## src/rtl/drop_scheduler.sv

```systemverilog
// Game sequencer for the 40x30 hex-letter display: three falling-byte slots,
// LFSR spawning, switch matching, score/lives bookkeeping and game-over control.
module drop_scheduler #(
    parameter int         TICK_DIV    = 2500000,
    parameter int         SPAWN_TICKS = 8,
    parameter int         FLOOR_ROW   = 29,
    parameter int         START_LIVES = 3,
    parameter logic [7:0] LFSR_SEED   = 8'hA5
) (
    input  logic       clock,
    input  logic       reset,
    input  logic       start,
    input  logic [7:0] switches,
    input  logic       fire,
    output logic [7:0] letter,
    output logic [4:0] ypos1,
    output logic [4:0] ypos2,
    output logic [4:0] ypos3,
    output logic [2:0] active,
    output logic [7:0] score,
    output logic [2:0] lives,
    output logic       game_over
);

    localparam int DIV_W = (TICK_DIV > 2) ? $clog2(TICK_DIV) : 1;
    localparam int SPN_W = $clog2(SPAWN_TICKS + 1);
    localparam logic [DIV_W-1:0] DIV_LAST  = DIV_W'(TICK_DIV - 1);
    localparam logic [SPN_W-1:0] SPN_WRAP  = SPN_W'(SPAWN_TICKS);
    localparam logic [4:0]       FLOOR     = 5'(FLOOR_ROW);
    localparam logic [4:0]       ROW_NONE  = 5'd31;
    localparam logic [2:0]       LIVES_INIT = 3'(START_LIVES);

    typedef enum logic [1:0] {
        S_IDLE,
        S_PLAY,
        S_OVER
    } state_t;

    state_t           state_q, state_d;
    logic [DIV_W-1:0] div_q, div_d;
    logic [SPN_W-1:0] spawn_q, spawn_d;
    logic [SPN_W-1:0] spawn_inc;
    logic [7:0]       lfsr_q, lfsr_d;
    logic [2:0]       act_q, act_d;
    logic [4:0]       row_q [3];
    logic [4:0]       row_d [3];
    logic [7:0]       byte_q [3];
    logic [7:0]       byte_d [3];
    logic [7:0]       score_q, score_d;
    logic [2:0]       lives_q, lives_d;
    logic [7:0]       letter_q, letter_d;
    logic             over_q, over_d;

    logic             tick;
    logic             hit;
    logic [4:0]       hit_row;
    logic [2:0]       hit_mask;
    logic [2:0]       free_pre;
    logic [1:0]       misses;
    logic             placed;

    always_comb begin
        state_d   = state_q;
        div_d     = div_q;
        spawn_d   = spawn_q;
        act_d     = act_q;
        row_d     = row_q;
        byte_d    = byte_q;
        score_d   = score_q;
        lives_d   = lives_q;
        letter_d  = 8'h00;
        over_d    = 1'b0;
        lfsr_d    = {lfsr_q[6:0], lfsr_q[7] ^ lfsr_q[5] ^ lfsr_q[4] ^ lfsr_q[3]};
        tick      = (state_q == S_PLAY) && (div_q == DIV_LAST);
        spawn_inc = spawn_q + 1'b1;
        free_pre  = 3'b000;
        misses    = 2'd0;
        placed    = 1'b0;

        // Deepest matching slot wins; strict compare keeps the lowest index on ties.
        hit      = 1'b0;
        hit_row  = 5'd0;
        hit_mask = 3'b000;
        for (int i = 0; i < 3; i++) begin
            if (fire && (state_q == S_PLAY) && act_q[i] && (byte_q[i] == switches) &&
                (!hit || (row_q[i] > hit_row))) begin
                hit         = 1'b1;
                hit_row     = row_q[i];
                hit_mask    = 3'b000;
                hit_mask[i] = 1'b1;
            end
        end

        case (state_q)
            S_IDLE, S_OVER: begin
                if (start) begin
                    state_d = S_PLAY;
                    act_d   = 3'b000;
                    row_d   = '{ROW_NONE, ROW_NONE, ROW_NONE};
                    score_d = 8'd0;
                    lives_d = LIVES_INIT;
                    div_d   = '0;
                    spawn_d = '0;
                end
            end
            S_PLAY: begin
                div_d = tick ? '0 : div_q + 1'b1;
                if (hit) begin
                    act_d = act_q & ~hit_mask;
                    if (score_q != 8'hFF) begin
                        score_d = score_q + 8'd1;
                    end
                    for (int i = 0; i < 3; i++) begin
                        if (hit_mask[i]) begin
                            row_d[i] = ROW_NONE;
                        end
                    end
                end
                if (tick) begin
                    // Slots freed by a miss this tick must not be refilled this tick.
                    free_pre = ~act_d;
                    for (int i = 0; i < 3; i++) begin
                        if (act_d[i]) begin
                            if (row_q[i] == FLOOR) begin
                                act_d[i] = 1'b0;
                                row_d[i] = ROW_NONE;
                                misses   = misses + 2'd1;
                            end else begin
                                row_d[i] = row_q[i] + 5'd1;
                            end
                        end
                    end
                    if (spawn_inc == SPN_WRAP) begin
                        spawn_d = '0;
                        for (int i = 0; i < 3; i++) begin
                            if (free_pre[i] && !placed) begin
                                placed    = 1'b1;
                                act_d[i]  = 1'b1;
                                row_d[i]  = 5'd0;
                                byte_d[i] = lfsr_q;
                            end
                        end
                    end else begin
                        spawn_d = spawn_inc;
                    end
                    lives_d = ({1'b0, misses} >= lives_q) ? 3'd0 : lives_q - {1'b0, misses};
                    if (lives_d == 3'd0) begin
                        state_d = S_OVER;
                        act_d   = 3'b000;
                        row_d   = '{ROW_NONE, ROW_NONE, ROW_NONE};
                    end
                end
            end
            default: state_d = S_IDLE;
        endcase

        for (int i = 2; i >= 0; i--) begin
            if (act_d[i]) begin
                letter_d = byte_d[i];
            end
        end
        over_d = (state_d == S_OVER);
    end

    always_ff @(posedge clock) begin
        if (reset) begin
            state_q  <= S_IDLE;
            div_q    <= '0;
            spawn_q  <= '0;
            lfsr_q   <= LFSR_SEED;
            act_q    <= 3'b000;
            row_q    <= '{ROW_NONE, ROW_NONE, ROW_NONE};
            score_q  <= 8'd0;
            lives_q  <= 3'd0;
            letter_q <= 8'h00;
            over_q   <= 1'b0;
        end else begin
            state_q  <= state_d;
            div_q    <= div_d;
            spawn_q  <= spawn_d;
            lfsr_q   <= lfsr_d;
            act_q    <= act_d;
            row_q    <= row_d;
            score_q  <= score_d;
            lives_q  <= lives_d;
            letter_q <= letter_d;
            over_q   <= over_d;
        end
    end

    // Slot bytes are only observed while the slot is active, so they need no reset.
    always_ff @(posedge clock) begin
        byte_q <= byte_d;
    end

    assign letter    = letter_q;
    assign ypos1     = row_q[0];
    assign ypos2     = row_q[1];
    assign ypos3     = row_q[2];
    assign active    = act_q;
    assign score     = score_q;
    assign lives     = lives_q;
    assign game_over = over_q;

endmodule

```

## config.mk

```make
export PLATFORM = sky130hd
export DESIGN_NAME = drop_scheduler
export DESIGN_NICKNAME = d
export VERILOG_FILES = /design/src/rtl/drop_scheduler.sv
export SDC_FILE = /design/constraint.sdc
export NUM_CORES = 1
export LEC_CHECK = 0
export ABC_AREA = 1
export CAP_MARGIN = 5
export CORE_ASPECT_RATIO = 1.25
export CORE_MARGIN = 3
export CORE_UTILIZATION = 53
export CTS_BUF_LIST = sky130_fd_sc_hd__clkbuf_8 sky130_fd_sc_hd__clkbuf_16
export DETAILED_ROUTE_END_ITERATION = 10
export PLACE_DENSITY = 0.84
export SLEW_MARGIN = 20
export SYNTH_ARGS = -nofsm -noshare
export SYNTH_HDL_FRONTEND = slang
export SYNTH_SLANG_ARGS = --single-unit
```

## constraint.sdc

```tcl
create_clock -name clock -period 5.55 [get_ports clock]
set_input_delay 0.555 -clock clock [delete_from_list [all_inputs] [get_ports clock]]
set_output_delay 0.555 -clock clock [all_outputs]
set_load 0.02 [all_outputs]
```

==> impl_metrics.json, run 1 <==
{
  "cts.path.max_buffers": 2,
  "synth.most_common_cell": "nand2_1",
  "leakage_nw": 3.348,
  "hp-class": "flip-flop to flip-flop",
  "grt_pass1_wl_microns": 28260,
  "drtAntennaViolNets": 0,
  "cts_tree": "yes",
  "n_antenna_cell": 0,
  "synthesis.instances": 842,
  "hold_depth": 2,
  "synth_top_area_share_pct": 34.42,
  "synth-seq-area-share_pct": 34.42,
  "fin_crit_sh_pct": 110.9,
  "power.density_nw_per_um2": 235.6,
  "htreeDepth": 3,
  "dp.cells": 1059,
  "met2_usage_pct": 48.66,
  "critPathKind": "flip-flop to flip-flop",
  "synth_fp_nets": 878,
  "drv_cap": 0,
  "grt_usage_pct": 29.20,
  "cts_buffers": 9,
  "final_cell_count_no_fill": 1103,
  "synth_compound_area_share_pct": 14.31,
  "grt_pass1_vias": 5916,
  "route.vias.total": 6362,
  "use_met1_pct": 33.70,
  "fmax_ghz": 0.1624,
  "synth-xor-area-share_pct": 4.302,
  "busiest_layer": "met2",
  "rr_worst_depth": 53,
  "rrSetupSlack_ns": -0.61,
  "dieArea_sq_um": 12040,
  "netlist_area_sq_um": 5700,
  "rsz0062_at_grt": "true",
  "antenna_found_initial": 0,
  "finalMaxSlewViolations": 0,
  "crit_arrival_ns": 6.45,
  "grt.overflow.total": 0,
  "die_w_microns": 98.76,
  "yosys-top-cells-count": "234 x nand2_1, 117 x inv_1, 98 x dfxtp_1",
  "setup-violations-final": 31,
  "slowest_delay_ns": 0.37,
  "pin_count": 50,
  "yosys.area_share.adder_pct": 5.399,
  "cts_hold_buf": 0,
  "worstPathRequired_ns": 5.84,
  "synth.area.mux_share_pct": 0,
  "fin_util_pct": 74.31,
  "clk_pin_slew_ns": 0.06,
  "syn_avg_cell_area_sq_um": 6.770,
  "synthFlopType": "dfxtp_1",
  "areaGrowthSynthToFinish_pct": 34.42,
  "drc": 0,
  "finClkSkew_ns": 0.01068,
  "start_util_pct": 55.28,
  "dp_slack_ns": -1.090,
  "via_per_inst": 5.768,
  "drive_above_1_share_pct": 25.26,
  "yosys.area.top_type": "dfxtp_1",
  "root_buffer": "clkbuf_16",
  "hold_viol_final": 0,
  "wl_microns": 19080,
  "crit_top_cell": "nand2_2",
  "synth_top_family_by_area": "simple AND/OR/NAND/NOR gates",
  "min_period_ns": 6.157,
  "nets": 1008,
  "cts.sinks": 98,
  "ys_seq_elements": 98,
  "synth.distinct_cells": 47,
  "fp-row-count": 41,
  "port_buffers": 49,
  "synthTopCellsByArea": "dfxtp_1 34%, nand2_1 15%, inv_1 7.7%",
  "routedWlPerCell_microns": 17.30,
  "drt_iter0_markers": 607,
  "status": "finished with violations",
  "gr-usage-met3_pct": 4.926,
  "cp_max_fo": 6,
  "grt_max_degree": 31,
  "critPathCaptureType": "flip-flop",
  "core_sq_um": 10310,
  "ys_warn_count": 0,
  "worst_slack_ns": -0.6068,
  "cp-start-kind": "flip-flop",
  "critPathSlowestCell": "dfxtp_2",
  "slew_headroom_pct": 28.33,
  "dpl.hpwl_microns": 11440,
  "fill_cells": 687,
  "first_pass_iters": 8,
  "yosys.area_share.simple_pct": 32.05,
  "async_reset_ff_share_pct": 0,
  "insertion_delay_ns": 0.35,
  "fp.dieH_microns": 122.0,
  "synth_edf_count": 0,
  "violations": "negative setup slack",
  "peakVddDrop_v": 0.0001355,
  "worst_pin_slew_ns": 1.074,
  "gp_congestion": 0.8982
}
through the flow:
stage | hold WS, ns | TNS [ns] | instance area [sq um] | power, mW
floorplan | 0.4258 | -2.142 | 5763 | 0.9889
global placement | 0.4553 | -22.71 | 6765 | 1.123
detailed placement | 0.4597 | -27.54 | 6765 | 1.131
CTS | 0.4745 | -5.252 | 7361 | 1.748
global route | 0.5033 | -29.46 | 7662 | 1.860
finish | 0.4825 | -15.20 | 7662 | 1.805
cell families after synthesis:
logic type,count (synthesis)
xor gates and xnor gates,28
adders and majority gates,24
buffers and inverters,142
AOI/OAI and AO/OA,138
DFF,98
and+or+nand+nor,412
area by class of cell:
class	instances	area, sq um	share of cell area [%]
clock buffer	9	225.2	2.939
clock inverter	4	47.55	0.6205
inverter	124	483.0	6.303
multi-input combinational	602	3615	47.18
sequential	98	1968	25.69
tap	129	161.4	2.106
timing repair buffer	137	1162	15.17
critical path: cells and delay by family (launching register included):
kind	cells	cell delay, ns
AND/OR/NAND/NOR	30	2.36
adder cells (fa/ha/maj)	4	1.11
buffers and inverters	12	1.09
AO/OA/AOI/OAI	6	0.87
flip-flops	1	0.37
XOR/XNOR	1	0.29
cell usage in the layout (no fill, tap or decap), types with 5 or more instances in the layout:
| master | instances |
|---|---|
| o211ai_1 | 10 |
| xor2_1 | 15 |
| clkdlybuf4s50_1 | 40 |
| nor3_1 | 15 |
| o21ai_1 | 17 |
| a21oi_1 | 33 |
| buf_2 | 6 |
| nor2_1 | 64 |
| o21ai_2 | 9 |
| nand2_2 | 29 |
| nand4_1 | 17 |
| nand3_2 | 15 |
| inv_2 | 19 |
| a211oi_1 | 6 |
| inv_1 | 101 |
| dfxtp_2 | 5 |
| clkbuf_16 | 9 |
| ha_1 | 14 |
| nand2_1 | 204 |
| nand3_1 | 23 |
| buf_4 | 82 |
| ha_4 | 8 |
| xnor2_1 | 13 |
| o21ai_0 | 37 |
| dfxtp_1 | 93 |
| nor2_4 | 9 |
| nand2_4 | 11 |
| nor2_2 | 11 |
sequential cells by signal, indices dropped and copies added, names as in the netlist, 2 cells and up:
| signal | cells |
|---|---|
| active | 3 |
| byte_q | 24 |
| div_q | 22 |
| letter | 8 |
| lfsr_q | 8 |
| lives | 3 |
| score | 8 |
| spawn_q | 4 |
| state_q | 2 |
| ypos1 | 5 |
| ypos2 | 5 |
| ypos3 | 5 |
power breakdown:
part	leakage, nW	switching, mW	internal, mW	total (mW)
clock	0.138	0.271	0.341	0.612
sequential	0.799	0.0457	0.732	0.778
combinational	2.41	0.243	0.173	0.416
final timing paths:
kind                            from                    to
hold / removal     byte_q[5]$_DFF_P_     byte_q[5]$_DFF_P_
setup / recovery  byte_q[16]$_DFF_P_  letter[5]$_SDFF_PP0_
setup reg to reg  byte_q[16]$_DFF_P_  letter[5]$_SDFF_PP0_
hold reg to reg    byte_q[5]$_DFF_P_     byte_q[5]$_DFF_P_
repair_timing:
action                                  4_1_cts  5_1_grt
pin swaps                                    61       43
gates cloned                                  0        0
setup buffers                                30        9
gates resized for setup                      82       64
endpoints found under the setup margin       32       32
layer usage:
metal,vias to the layer above,wire (microns)
met5,-,0
met2,318,9418
met1,2957,7274
met4,0,1067
li1,2991,-
met3,96,1321
Note: power is estimated with default switching activity, not from simulation.
==> run 2: changes to the inputs <==
CORE_UTILIZATION = 45   (was 53)
PLACE_DENSITY = 0.74   (was 0.84)
TNS_END_PERCENT = 30   (was default)
==> impl_metrics.json, run 2 (synthesis results as in run 1) <==
{
  "worst_pin_slew_ns": 1.042,
  "core_sq_um": 12270,
  "crit_top_cell": "inv_2",
  "drv_cap": 0,
  "pin_count": 50,
  "fin_crit_sh_pct": 107.0,
  "antenna_found_initial": 0,
  "route.vias.total": 5913,
  "nets": 996,
  "cts.path.max_buffers": 2,
  "ff_latch_area_sq_um": 1971,
  "critPathCaptureType": "flip-flop",
  "setup-violations-final": 26,
  "multiInputGateArea_sq_um": 3646,
  "dieArea_sq_um": 14060,
  "cts_tree": "yes",
  "hold_viol_final": 0,
  "dpl_cell_area_sq_um": 6815,
  "power_frac_clock_pct": 33.8,
  "hp-start": "byte_q[0]$_DFF_P_",
  "top_register": "byte_q",
  "finClkSkew_ns": 0.006832,
  "routedWlPerCell_microns": 15.14,
  "port_buffers": 49,
  "critPathSlowestCell": "dfxtp_4",
  "slowest_delay_ns": 0.38,
  "first_pass_iters": 5,
  "rsz0062_at_grt": "true",
  "dpl.hpwl_microns": 11660,
  "hp-class": "flip-flop to flip-flop",
  "min_period_ns": 5.940,
  "critPathBufInv": 13,
  "grt_max_degree": 31,
  "cp-start-kind": "flip-flop",
  "switching_share_pct": 31.35,
  "crit_family": "simple AND/OR/NAND/NOR gates",
  "root_buffer": "clkbuf_16",
  "start_util_pct": 46.44,
  "largest_register_ffs": 24,
  "fp.dieH_microns": 131.8,
  "clk_pin_slew_ns": 0.07,
  "status": "finished with violations",
  "crit_start": "byte_q[16]$_DFF_P_",
  "cts.sinks": 98,
  "areaGrowthSynthToFinish_pct": 33.58,
  "power.density_nw_per_um2": 231.5,
  "grt.overflow.total": 0,
  "dp.cells": 1097,
  "via_per_inst": 5.237,
  "final_cell_count_no_fill": 1129,
  "setup_tns_ns": -7.562,
  "reg_top3": "byte_q (24), div_q (22)",
  "finalMaxSlewViolations": 0,
  "fill_cells": 1086,
  "grt_usage_pct": 23.76,
  "drc": 0,
  "die_w_microns": 106.7,
  "drtAntennaViolNets": 0,
  "gp_congestion": 0.8854,
  "critPathKind": "flip-flop to flip-flop",
  "pwr-share-comb_pct": 22.4,
  "slew_headroom_pct": 30.44,
  "worst_slack_ns": -0.3904,
  "seq_power_share_pct": 43.8,
  "cp_max_fo": 8,
  "grt_pass1_wl_microns": 27070,
  "worstPathRequired_ns": 5.81,
  "peakVddDrop_v": 0.0001350,
  "wl_microns": 17090,
  "crit_arrival_ns": 6.20,
  "r2r-start": "byte_q[16]$_DFF_P_",
  "fp-row-count": 45,
  "p_sw_mw": 0.5526,
  "n_antenna_cell": 0,
  "drt_iter0_markers": 385,
  "cts_buffers": 9,
  "violations": "negative setup slack",
  "insertion_delay_ns": 0.35,
  "htreeDepth": 3,
  "drive_above_1_share_pct": 24.35,
  "final_cell_area_sq_um": 7615,
  "leakage_nw": 3.305,
  "layout_common_cells": "202 x nand2_1, 103 x inv_1, 93 x dfxtp_1",
  "fmax_ghz": 0.1683,
  "p_int_mw": 1.210,
  "grt_pass1_vias": 5640,
  "final_common_cell": "nand2_1"
}
==> run 2: metal layers <==
| metal | part of all wire [%] | wire length, microns | track usage, % |
|---|---|---|---|
| met4 | 4.7 | 796 | 12.86 |
| met3 | 4.2 | 711 | 3.087 |
| met5 | 0 | 0 | 0 |
| met2 | 50 | 8471 | 41.00 |
| met1 | 42 | 7110 | 28.32 |
==> run 2: cell type report <==
cell class	instances	area share, %
inverter	124	6.277
timing repair inverter	2	0.1807
tap	164	2.695
clock inverter	6	0.4436
sequential	98	25.88
timing repair buffer	123	13.51
multi-input combinational	602	47.88
clock buffer	10	3.138
==> run 2: power by group through the flow <==
stage | logic (mW) | clock network [mW] | registers (mW)
6_report | 0.394 | 0.596 | 0.772
5_1_grt | 0.432 | 0.620 | 0.776
3_3_place_gp | 0.343 | 0 | 0.782
4_1_cts | 0.362 | 0.599 | 0.769
2_1_floorplan | 0.188 | 0 | 0.800
3_5_place_dp | 0.347 | 0 | 0.782
==> run 2: path summary, 6_finish.rpt <==
kind / to / slack [ns] / depth (start not counted)
min: byte_q[0]$_DFF_P_ / 0.47 / 2
min reg2reg: byte_q[0]$_DFF_P_ / 0.47 / 2
max: letter[7]$_SDFF_PP0_ / -0.39 / 53
max reg2reg: letter[7]$_SDFF_PP0_ / -0.39 / 53
==> run 2: timing repair <==
action                                  4_1_cts  5_1_grt
resized for setup                            71       83
setup buffers                                10        5
hold buffers                                  0        0
cloned                                        1        1
pin swaps                                    39       54
endpoints found under the setup margin       32       32
==> run 2: worst min-delay path: stages, from the launching register on <==
cell and delay [ns]:
dfxtp_1 0.31, nand2_1 0.06, nand2_1 0.05
==> run 2: through the flow <==
stage / worst slack, ns / power, mW / utilization, % / hold WS, ns
after floorplan: -0.1553 / 0.9873 / - / 0.4258
after global placement: -1.101 / 1.125 / 55.53 / 0.4505
after detailed placement: -1.283 / 1.129 / 55.53 / 0.4596
after CTS: -0.3240 / 1.730 / 59.77 / 0.4730
after global routing: -0.8335 / 1.828 / 62.04 / 0.5028
final: -0.3904 / 1.762 / 62.04 / 0.4702
==> RTL edit: new RTL, config.mk and constraints of run 2 <==
Change the parameter `TICK_DIV` from 2500000 to 5000000.
--- a/src/rtl/drop_scheduler.sv
+++ b/src/rtl/drop_scheduler.sv
@@ -1,7 +1,7 @@
 // Game sequencer for the 40x30 hex-letter display: three falling-byte slots,
 // LFSR spawning, switch matching, score/lives bookkeeping and game-over control.
 module drop_scheduler #(
-    parameter int         TICK_DIV    = 2500000,
+    parameter int         TICK_DIV    = 5000000,
     parameter int         SPAWN_TICKS = 8,
     parameter int         FLOOR_ROW   = 29,
     parameter int         START_LIVES = 3,
Check against the original RTL: same outputs for any inputs over 10 cycles, from zero or initial values and one cycle with reset high; that may be too few to reach the edited logic, so the function may still have changed.
==> RTL edit against run 2 <==
- the flow still finishes with violations (negative setup slack)
- critical endpoint unchanged
- largest power group unchanged
- global-route usage up 0.073 points
- area after synthesis rose by 2.9%
- wire length down 1.1%
- via count rose by 2.9%
- sequential cell count grew 1
- final area is 0.92% higher
- core utilization is 1.6 points lower
- total power up 3.5%
- setup slack gained 0.044 ns
==> RTL edit: results (changes against run 2) <==
Pwr
  – P_int: 1.26 mW (was 1.21 mW)
  – Comb pwr: 388 uW (was 394 uW)
  – VDD IR max: 143 uV (was 135 uV)

Routing
  – WL met1: 7.01 mm (was 7.11 mm)
  – Vias: 6083 (was 5913)
  – Met3 Wirelength: 820 um (was 711 um)
  – Routed length on met2: 8.60 mm (was 8.47 mm)
  – WL final: 16.9 mm (was 17.1 mm)
  – Iter 0 DRT Violations: 456 (was 385)

Clocking
  – Count of cells resized by post-cts repair: 64 (was 71)
  – Post-CTS setup repair buffer count: 6 (was 10)
  – CTS sink count: 99 (was 98)

Global route
  – Met3 Track Usage GR: 3.20% (was 3.09%)
  – First-pass GRT wire length: 27.6 mm (was 27.1 mm)
  – Largest net degree at the start of global routing: 36 (was 31)
  – Vias in the first global route: 5642 (was 5640)
  – Met1 Use GR: 30.4% (was 28.3%)
  – Met2 Use GR: 40.8% (was 41.0%)
  – GRT Overall Usage: 23.8% (about the same)

Synthesis
  – Post-Synth Adder-Cell Area: 5.04% (was 5.40%)
  – Seq/Total Area, Yosys: 33.8% (was 34.4%)
  – Share of the synthesized area in the top cell type: 33.8% (was 34.4%)
  – XOR/XNOR Fraction of Synth Area: 3.59% (was 4.30%)
  – Synth top area cells: dfxtp_1 (34%), nand2_1 (16%), inv_1 (7.7%) (was dfxtp_1 (34%), nand2_1 (15%), inv_1 (7.7%))
  – Compound-Gate Fraction of Synth Area: 14.0% (was 14.3%)

Worst setup path
  – CP max stage delay: 0.31 ns (was 0.38 ns)
  – Reg2Reg Depth: 47 (was 53)
  – Slowest cell on crit path: ha_1 (was dfxtp_4)
  – CP arrival: 6.14 ns (was 6.20 ns)

Layout
  – Multi-input gate share of total cell area: 47.9% (about the same)
  – Nonclk buf count: 117 (was 123)
  – Clk cell area share: 4.07% (was 3.58%)
  – FILL cells: 1186 (was 1086)
  – Top flop regs: byte_q x24, div_q x23 (was byte_q x24, div_q x22)
  – Non-clk invs: 130 (was 126)
  – Share of layout cells above drive strength 1: 20.8% (was 24.4%)
  – Nets: 1027 (was 996)
  – FF/Latch Area: 1990 um2 (was 1970 um2)

Place
  – Hpwl dp: 12.1 mm (was 11.7 mm)
  – Final RePlAce weighted congestion: 0.889 (was 0.885)

Timing
  – # setup viols final: 28 (was 26)
  – Slew HR: 61.7% (was 30.4%)
  – Worst setup margin: -0.346 ns (was -0.390 ns)
  – Skew final: 0.0106 ns (was 0.00683 ns)

Status
  – Status: complete, but fails checks (unchanged)
  – Failing checks: negative setup slack (unchanged)

Min path
  – WHS Path Cells: 1 (was 2)
RTL edit: changes by cell type after synthesis, sizes merged, moves of 4 or more:
cell	delta
nand2	+21
nand3	+4
inv	+6
o21ai	-6
or2	+5
nor2	+7
a21oi	+11
o221ai	+6
RTL edit: metrics by stage:
step	power (mW)	worst slack [ns]	area [um2]	std cells	setup TNS [ns]
finish	1.82	-0.346	7680	1165	-5.39
global route	1.90	-0.774	7680	1165	-17.27
CTS	1.80	-0.239	7500	1161	-2.59
detailed placement	1.13	-1.26	6960	1138	-32.01
global placement	1.13	-1.12	6960	1138	-28.19
floorplan	0.990	-0.330	5920	883	-3.75
RTL edit: worst paths after layout:
path / slack (ns) / start / end
worst max-delay path: -0.35 / switches[4] / letter[7]
worst min-delay path: 0.48 / score[7] / score[7]
worst max register to register: -0.34 / state_q[1] / letter[7]
worst min register to register: 0.48 / score[7] / score[7]
